`src/rtl/lcd_spi_byte_tx.sv`:
```
// Mode-0, MSB-first byte serializer for the ST7789 LCD link. Build with
// LCD_SPI_BYTE_CNT_EN to add the byte_cnt debug output.
//
// Ports:
//   clk, rst_n                   12 MHz clock, async active-low reset
//   tx_valid/tx_ready            byte handshake from the sequencer
//   tx_data, tx_dc               byte and its data/command flag
//   busy                         high while lcd_cs is low
//   lcd_sclk/mosi/dc/cs          SPI pins to the LCD
//   byte_cnt                     accepted-byte count (optional)
module lcd_spi_byte_tx #(
  parameter int unsigned CLK_DIV = 1,
  parameter int unsigned CS_HOLD = 2
) (
  input  logic       clk,
  input  logic       rst_n,
  input  logic       tx_valid,
  output logic       tx_ready,
  input  logic [7:0] tx_data,
  input  logic       tx_dc,
  output logic       busy,
  output logic       lcd_sclk,
  output logic       lcd_mosi,
  output logic       lcd_dc,
  output logic       lcd_cs
`ifdef LCD_SPI_BYTE_CNT_EN
  ,
  output logic [15:0] byte_cnt
`endif
);

  typedef enum logic [1:0] {
    IDLE,
    SHIFT_LO,
    SHIFT_HI,
    HOLD
  } state_e;

  localparam logic [7:0] DIV_LAST  = 8'(CLK_DIV - 1);
  localparam logic [7:0] HOLD_INIT = 8'(CS_HOLD);

  state_e      state_q, state_d;
  logic [7:0]  shift_q, shift_d;
  logic [2:0]  bit_cnt_q, bit_cnt_d;
  logic [7:0]  div_cnt_q, div_cnt_d;
  logic [7:0]  hold_cnt_q, hold_cnt_d;
  logic        cs_q, cs_d;
  logic        busy_q, busy_d;
  logic        sclk_q, sclk_d;
  logic        mosi_q, mosi_d;
  logic        dc_q, dc_d;
  logic        accept;
  logic        load;

  assign tx_ready = (state_q == IDLE) || (state_q == HOLD);
  assign accept   = tx_valid && tx_ready;

  always_comb begin
    state_d    = state_q;
    shift_d    = shift_q;
    bit_cnt_d  = bit_cnt_q;
    div_cnt_d  = div_cnt_q;
    hold_cnt_d = hold_cnt_q;
    cs_d       = cs_q;
    busy_d     = busy_q;
    sclk_d     = sclk_q;
    mosi_d     = mosi_q;
    dc_d       = dc_q;
    load       = 1'b0;

    unique case (state_q)
      IDLE: begin
        load = accept;
      end
      SHIFT_LO: begin
        if (div_cnt_q == DIV_LAST) begin
          div_cnt_d = 8'd0;
          sclk_d    = 1'b1;
          state_d   = SHIFT_HI;
        end else begin
          div_cnt_d = div_cnt_q + 8'd1;
        end
      end
      SHIFT_HI: begin
        if (div_cnt_q == DIV_LAST) begin
          div_cnt_d = 8'd0;
          sclk_d    = 1'b0;
          if (bit_cnt_q != 3'd0) begin
            // next bit goes out on the falling edge
            bit_cnt_d = bit_cnt_q - 3'd1;
            shift_d   = {shift_q[6:0], 1'b0};
            mosi_d    = shift_q[6];
            state_d   = SHIFT_LO;
          end else begin
            hold_cnt_d = HOLD_INIT;
            state_d    = HOLD;
          end
        end else begin
          div_cnt_d = div_cnt_q + 8'd1;
        end
      end
      HOLD: begin
        // a new byte beats the cs release
        if (accept) begin
          load = 1'b1;
        end else if (hold_cnt_q <= 8'd1) begin
          hold_cnt_d = 8'd0;
          cs_d       = 1'b1;
          busy_d     = 1'b0;
          state_d    = IDLE;
        end else begin
          hold_cnt_d = hold_cnt_q - 8'd1;
        end
      end
      default: state_d = IDLE;
    endcase

    if (load) begin
      shift_d   = tx_data;
      dc_d      = tx_dc;
      cs_d      = 1'b0;
      busy_d    = 1'b1;
      mosi_d    = tx_data[7];
      bit_cnt_d = 3'd7;
      div_cnt_d = 8'd0;
      state_d   = SHIFT_LO;
    end
  end

  always_ff @(posedge clk or negedge rst_n) begin
    if (!rst_n) begin
      state_q    <= IDLE;
      shift_q    <= 8'd0;
      bit_cnt_q  <= 3'd0;
      div_cnt_q  <= 8'd0;
      hold_cnt_q <= 8'd0;
      cs_q       <= 1'b1;
      busy_q     <= 1'b0;
      sclk_q     <= 1'b0;
      mosi_q     <= 1'b0;
      dc_q       <= 1'b0;
    end else begin
      state_q    <= state_d;
      shift_q    <= shift_d;
      bit_cnt_q  <= bit_cnt_d;
      div_cnt_q  <= div_cnt_d;
      hold_cnt_q <= hold_cnt_d;
      cs_q       <= cs_d;
      busy_q     <= busy_d;
      sclk_q     <= sclk_d;
      mosi_q     <= mosi_d;
      dc_q       <= dc_d;
    end
  end

  assign busy     = busy_q;
  assign lcd_sclk = sclk_q;
  assign lcd_mosi = mosi_q;
  assign lcd_dc   = dc_q;
  assign lcd_cs   = cs_q;

`ifdef LCD_SPI_BYTE_CNT_EN
  logic [15:0] byte_cnt_q, byte_cnt_d;

  always_comb begin
    byte_cnt_d = byte_cnt_q;
    if (accept) byte_cnt_d = byte_cnt_q + 16'd1;
  end

  always_ff @(posedge clk or negedge rst_n) begin
    if (!rst_n) byte_cnt_q <= 16'd0;
    else        byte_cnt_q <= byte_cnt_d;
  end

  assign byte_cnt = byte_cnt_q;
`endif

endmodule

```
`config.mk`:
```
export PLATFORM = sky130hd
export DESIGN_NAME = lcd_spi_byte_tx
export DESIGN_NICKNAME = d
export VERILOG_FILES = /design/src/rtl/lcd_spi_byte_tx.sv
export SDC_FILE = /design/constraint.sdc
export NUM_CORES = 1
export LEC_CHECK = 0
export CAP_MARGIN = 20
export CORE_MARGIN = 2
export CORE_UTILIZATION = 50
export CTS_CLUSTER_DIAMETER = 80
export DETAILED_ROUTE_END_ITERATION = 7
export MAX_ROUTING_LAYER = met4
export PLACE_DENSITY = 0.71
export SLEW_MARGIN = 15
export SYNTH_ARGS = -nofsm -noshare
export SYNTH_HDL_FRONTEND = slang
export SYNTH_SLANG_ARGS = --single-unit
```
`constraint.sdc`:
```
create_clock -name clk -period 2.9 [get_ports clk]
set_input_delay 0.87 -clock clk [delete_from_list [all_inputs] [get_ports clk]]
set_output_delay 0.87 -clock clk [all_outputs]
set_load 0.02 [all_outputs]
```
# After elaboration in Yosys (flattened, before gate mapping)
# Index checks and enable logic that the tools add are counted.
dict set report totals {
  output_inout_bits 6
  input_bits 12
  elab_cells 86
  regBits 33
}
dict set report op_classes {
  n_eq_ne 12
  mux 40
  n_lt_le_gt_ge 1
  n_reduce_logical 20
  add_sub_neg 3
}
# operator n
set ops {}
lappend ops {{8-bit 2-to-1 mux} 7}
lappend ops {{7-bit 2-to-1 mux} 4}
lappend ops {{8-bit case mux with 2 select lines} 1}
lappend ops {{2-bit nonzero test} 8}
lappend ops {{1-bit 2-to-1 mux} 15}
lappend ops {{2-bit 2-to-1 mux} 6}
lappend ops {{3-bit 2-to-1 mux} 4}
lappend ops {{3-bit != test, second input constant} 3}
lappend ops {{3-bit AND reduction} 3}
lappend ops {{8-bit by 1-bit adder with 8-bit output, second input constant} 1}
lappend ops {{8-bit by 1-bit <= comparator with 1-bit output, second input constant} 1}
lappend ops {{8-bit logical NOT} 1}
lappend ops {{2-bit != test, second input constant} 4}
lappend ops {{8-bit by 1-bit subtractor with 8-bit output, second input constant} 1}
lappend ops {{2-bit case mux with 3 select lines} 1}
lappend ops {{5-bit AND reduction} 1}
lappend ops {{2-bit == test, second input constant} 2}
lappend ops {{1-bit case mux with 2 select lines} 2}
lappend ops {{4-bit AND reduction} 1}
lappend ops {{4-bit nonzero test} 1}
lappend ops {{3-bit by 2-bit != test with 1-bit output, second input constant} 1}
lappend ops {{3-bit nonzero test} 1}
lappend ops {{3-bit by 1-bit subtractor with 3-bit output, second input constant} 1}
lappend ops {{2-bit by 1-bit == test with 1-bit output, second input constant} 1}
lappend ops {{5 further kinds} 5}

# Logic depth before layout (Yosys ltp)
dict set report depth {
  ltp_word 7
  mapped_depth 8
}

# Least setup slack after synthesis
# OpenSTA, ideal clock, no wires.
dict set report synth_path {
  kind {register -> register}
  startpoint {reg state_q[0]}
  endpoint {reg mosi_q, in the netlist lcd_mosi}
  path_stages_with_launch 8
  arrival_ns 1.974
  synth_period_minus_slack_ns 2.109
  slack_ns 0.791
  setup_ns 0.136
  cell_sequence {dfrtp_1 -> inv_1 -> ha_1 -> and2_1 -> buf_2 -> a41oi_1 -> clkbuf_1 -> o21ai_0}
}
dict set report synth_via {
  elab_chain_cells 7
  elab_cells_between_ends 12
  classes_between {eq/ne (2); mux (3); reduce/logical (7)}
}
# element line_no
set synth_lines {}
lappend synth_lines {{start: declaration} 42} ;# state_e state_q, state_d;
lappend synth_lines {{start signal: assignment} 143} ;# state_q <= state_d;
lappend synth_lines {{2-bit == test / 2-bit logical NOT (equally long branches)} 55} ;# assign tx_ready = (state_q == IDLE) || (state_q == HOLD);
lappend synth_lines {{1-bit logical OR (*)} 55}
lappend synth_lines {{named net tx_ready} 18} ;# output logic tx_ready,
lappend synth_lines {{1-bit logical AND (*)} 56} ;# assign accept = tx_valid && tx_ready;
lappend synth_lines {{1-bit 2-to-1 mux} 104} ;# if (accept) begin
lappend synth_lines {{1-bit case mux with 2 select lines (*)} 71} ;# unique case (state_q)
lappend synth_lines {{2-bit nonzero test (no line)} n/a}
lappend synth_lines {{3-bit AND reduction (no line)} n/a}
lappend synth_lines {{end signal: assignment} 151} ;# mosi_q <= mosi_d;
lappend synth_lines {{end: declaration} 50} ;# logic mosi_q, mosi_d;
# The timed path passes the listed nets; every way through them passes the cells marked *.
# A chain may end at the register's enable or synchronous reset.

# Worst setup path in the final report
dict set report layout_path {
  startpoint {reg state_q[0]}
  endpoint {out tx_ready}
}
dict set report layout_via {
  elab_chain_cells 2
  elab_cells_between_ends 3
  classes_between {eq/ne (1); reduce/logical (2)}
}
# element line_no
set layout_lines {}
lappend layout_lines {{2-bit == test / 2-bit logical NOT (equally long branches)} 55}
lappend layout_lines {{1-bit logical OR (*)} 55}
lappend layout_lines {{end: declaration} 18}
# Every way passes the cells marked *; elsewhere a longest branch is shown, timed or not.

==> results.md <==
- Unrepaired setup endpoints after global routing: false
- Pre-CTS WS: 0.474 ns
- DR vias: 1453
- Sw Ratio: 21.3%
- Hold Crit Start: lcd_dc
- Nets@finish: 228
- Net load switching power: 0.000159 W
- Overall die width: 64.5 um
- Port Buffers: 17
- IO Pins: 18
- First-pass DRT Iterations: 4
- Fraction of synthesized cell area taken by the top area cell type: 43.7%
- XOR/XNOR Fraction of Synth Area: 3.34%
- Worst-path fanout max: 9
- Chip Height: 64.5 um
- H-tree Lvls: 2
- Post-synthesis simple-gate area fraction: 17.5%
- Largest family of logic cells by synthesized area: compound AO/OA/AOI/OAI gates
- Clk network pwr share: 35.2%
- Setup Skew: 0.0160 ns
- Area grow syn2layout: 16.4%
- Post-CTS Setup Inserts: 0
- Clk buf depth: 2
- Worst Setup Slack, final: 0.147 ns
- R2R cell count: 5
- Worst-path cell chain: inv_1 -> ha_1 -> clkdlybuf4s50_1
- Max incr delay on CP: 0.65 ns
- Fillers: 305
- Fraction of layout cells with a size suffix above 1: 12.1%
- Slew HR: 63.7%
- Gr usage total: 20.2%
- GRT Residual Overflow: 0
- Ys flop type: dfrtp_1
- Net Count, Synth: 204
- Initial Util: 53.7%
- Fmax: 363 MHz
- Yosys reg bits: 33
- Slowest CP cell: clkdlybuf4s50_1
- Worst setup SP type: register
- Ys async rst share: 100%
- Critical path class: reg -> out
- Sequential cell area fraction in the yosys report: 45.1%
- Hold depth: 2
- WL per Instance: 14.5 um
- Logic pwr share: 3.3%
- Drt drc: 0
- Vias in the first global route: 1388
- Total CTS buffers: 5
- Met1 Wirelength: 1670 um
- Routed WL: 3660 um
- Clock transition at path regs: 0.10 ns
- Routed Antenna Nets: 0
- Fraction of synthesized area in multiplexers: 6.14%
- Synth Cell Area: 1830 um2
- Static Leak: 0.938 nW
- Critical Path RT: 2.03 ns
- Dpl hpwl: 2680 um
- Core Region: 3420 um2
- HP Class: reg -> reg
- # diodes: 0
- Crit path max-delay family: buffers and inverters
- DR iter-0 viols: 79
- First-pass GRT wire length: 6280 um
- Internal power: 0.000588 W
- Seq pwr share: 61.5%
- Syn_area_per_cell: 10.1 um2
- Peak VDD IR: 0.271 mV
- Routability cong.: 0.871
- WL met2: 1770 um
- CP endpoint kind: output pin
- YS warnings: 0
- Cell accounting for the most synthesized area: dfrtp_1
- Critical R2R Capture: hold_cnt_q[4]
- Run status: finished, final reports clean
- Final TNS setup: 0 ns
- Fin crit share: 94.9%
- Compound-Gate Fraction of Synth Area: 17.7%
- Initial antenna violation count: 0
- Max-slew violations: 0
- EDFF count, synth: 0
- CTS tree: built
- Via/cell ratio: 5.77
- Metal3 WL: 145 um
- WP data arrival: 1.88 ns
- Reg2reg setup slack: 0.80 ns
- Synthesized instance count: 182
- Dominant cells by area after synthesis: dfrtp_1 44%, ha_1 6.8%, mux2i_1 4.9%
- Hold buffers post-CTS: 0
- Final setup violating endpoints: 0
- Post-CTS sizing: 0
- Largest net degree at the start of global routing: 34
- Clk_lat worst skew: 0.34 ns
- WHS Endpoint: lcd_dc
- Root Buffer: clkbuf_4
- CTS sink cnt: 33
- Min Tclk post-route: 2.75 ns
- PD cells: 350 nW/um2
- Max-cap viol count: 0
- Site Rows: 21
- Pin slew with the least headroom to its limit: 0.544 ns
- Fin. Hold Viols: 0
- Post-Synth Adder-Cell Area: 6.83%
- Total die area: 4170 um2
- RR Startpoint: hold_cnt_q[2]
- Critical path buffer and inverter count: 2
- Distinct cell type count after synthesis: 41
- Top layer in use: met4
-- power groups by stage --
stage               sequential (W)  combinational, W  clock (W)
detailed placement        0.000469         0.0000257          0
global placement          0.000469         0.0000252          0
CTS                       0.000460         0.0000257   0.000271
global route              0.000460         0.0000280   0.000289
finish                    0.000460         0.0000247   0.000263
floorplan                 0.000469       0.000000262          0
-- worst max-delay path by stage --
stage               startpoint             to  slack, ns  cells after the start
floorplan           state_q[0]       lcd_mosi       0.79                      7
global route        state_q[0]       tx_ready       0.04                      3
detailed placement    tx_valid  hold_cnt_q[7]       0.47                      6
CTS                 state_q[0]       tx_ready       0.14                      3
finish              state_q[0]       tx_ready       0.15                      3
global placement      tx_valid  hold_cnt_q[2]       0.52                      6
-- state kept, by name, indices dropped and copies added, names as in the netlist --
signal      flops
lcd_cs          1
lcd_mosi        1
state_q         2
div_cnt_q       8
lcd_sclk        1
busy            1
shift_q         7
bit_cnt_q       3
lcd_dc          1
hold_cnt_q      8
-- cells in the mapped netlist, drive strengths merged, types with 2 or more instances --
library cell	n
o21ai	12
a32o	3
mux2	2
ha	10
a22o	5
nor2	12
nand2	23
mux2i	9
and3	2
o31ai	4
clkbuf	3
nor2b	3
xor2	3
inv	11
dfrtp	32
nor4	2
and2	2
o211ai	6
nand4	2
a21oi	3
buf	2
nand3	4
a211o	2
xnor2	4
nor3	9
-- placed cells by master (no fill, tap or decap), drive strengths merged, types with 2 or more instances in the layout --
master,netlist,routed
dfrtp,32,32
nand2,23,23
clkdlybuf4s50,0,17
nor2,12,12
o21ai,12,12
inv,11,11
ha,10,10
mux2i,9,9
nor3,9,9
clkbuf,3,7
o211ai,6,6
buf,2,5
a22o,5,5
xnor2,4,4
nand3,4,4
o31ai,4,4
a21oi,3,3
nor2b,3,3
xor2,3,3
a32o,3,3
and2,2,2
mux2,2,2
nor4,2,2
nand4,2,2
a211o,2,2
and3,2,2
-- worst register-to-register path, stage by stage, from the launching register on --
cell and delay (ns):
dfrtp_1 0.47, or4_4 0.60, o31ai_4 0.42, nor3_1 0.08, buf_4 0.17, a32o_1 0.25
-- layer usage --
metal / global-route usage, % / up-vias
li1: - / 707
met1: 24.8 / 708
met2: 32.2 / 32
met3: 5.38 / 6
met4: 7.71 / 0
met5: - / -
-- cell type report --
cell class | count | area (um2) | share of cell area (%)
multi-input combinational | 133 | 945 | 44.3
sequential | 33 | 827 | 38.8
tap | 46 | 57.6 | 2.70
inverter | 11 | 41.3 | 1.94
timing repair buffer | 22 | 208 | 9.74
clock buffer | 7 | 55.1 | 2.58
-- logic make-up after synthesis --
logic type | after synthesis
xor+xnor | 7
mux | 11
flops | 33
compound gates | 42
simple gates | 63
buf+inv | 16
fa+ha+maj | 10
-- through the flow --
stage / cell area, um2 / power (W) / utilization (%) / std cells / hold slack [ns]
2_1_floorplan: 1830 / 0.000469 / - / 182 / 0.449
3_3_place_gp: 2080 / 0.000494 / 60.8 / 245 / 0.462
3_5_place_dp: 2080 / 0.000495 / 60.8 / 245 / 0.471
4_1_cts: 2130 / 0.000756 / 62.5 / 252 / 0.500
5_1_grt: 2130 / 0.000777 / 62.5 / 252 / 0.524
6_report: 2130 / 0.000747 / 62.5 / 252 / 0.493
Power figures use the tool's default switching activity.
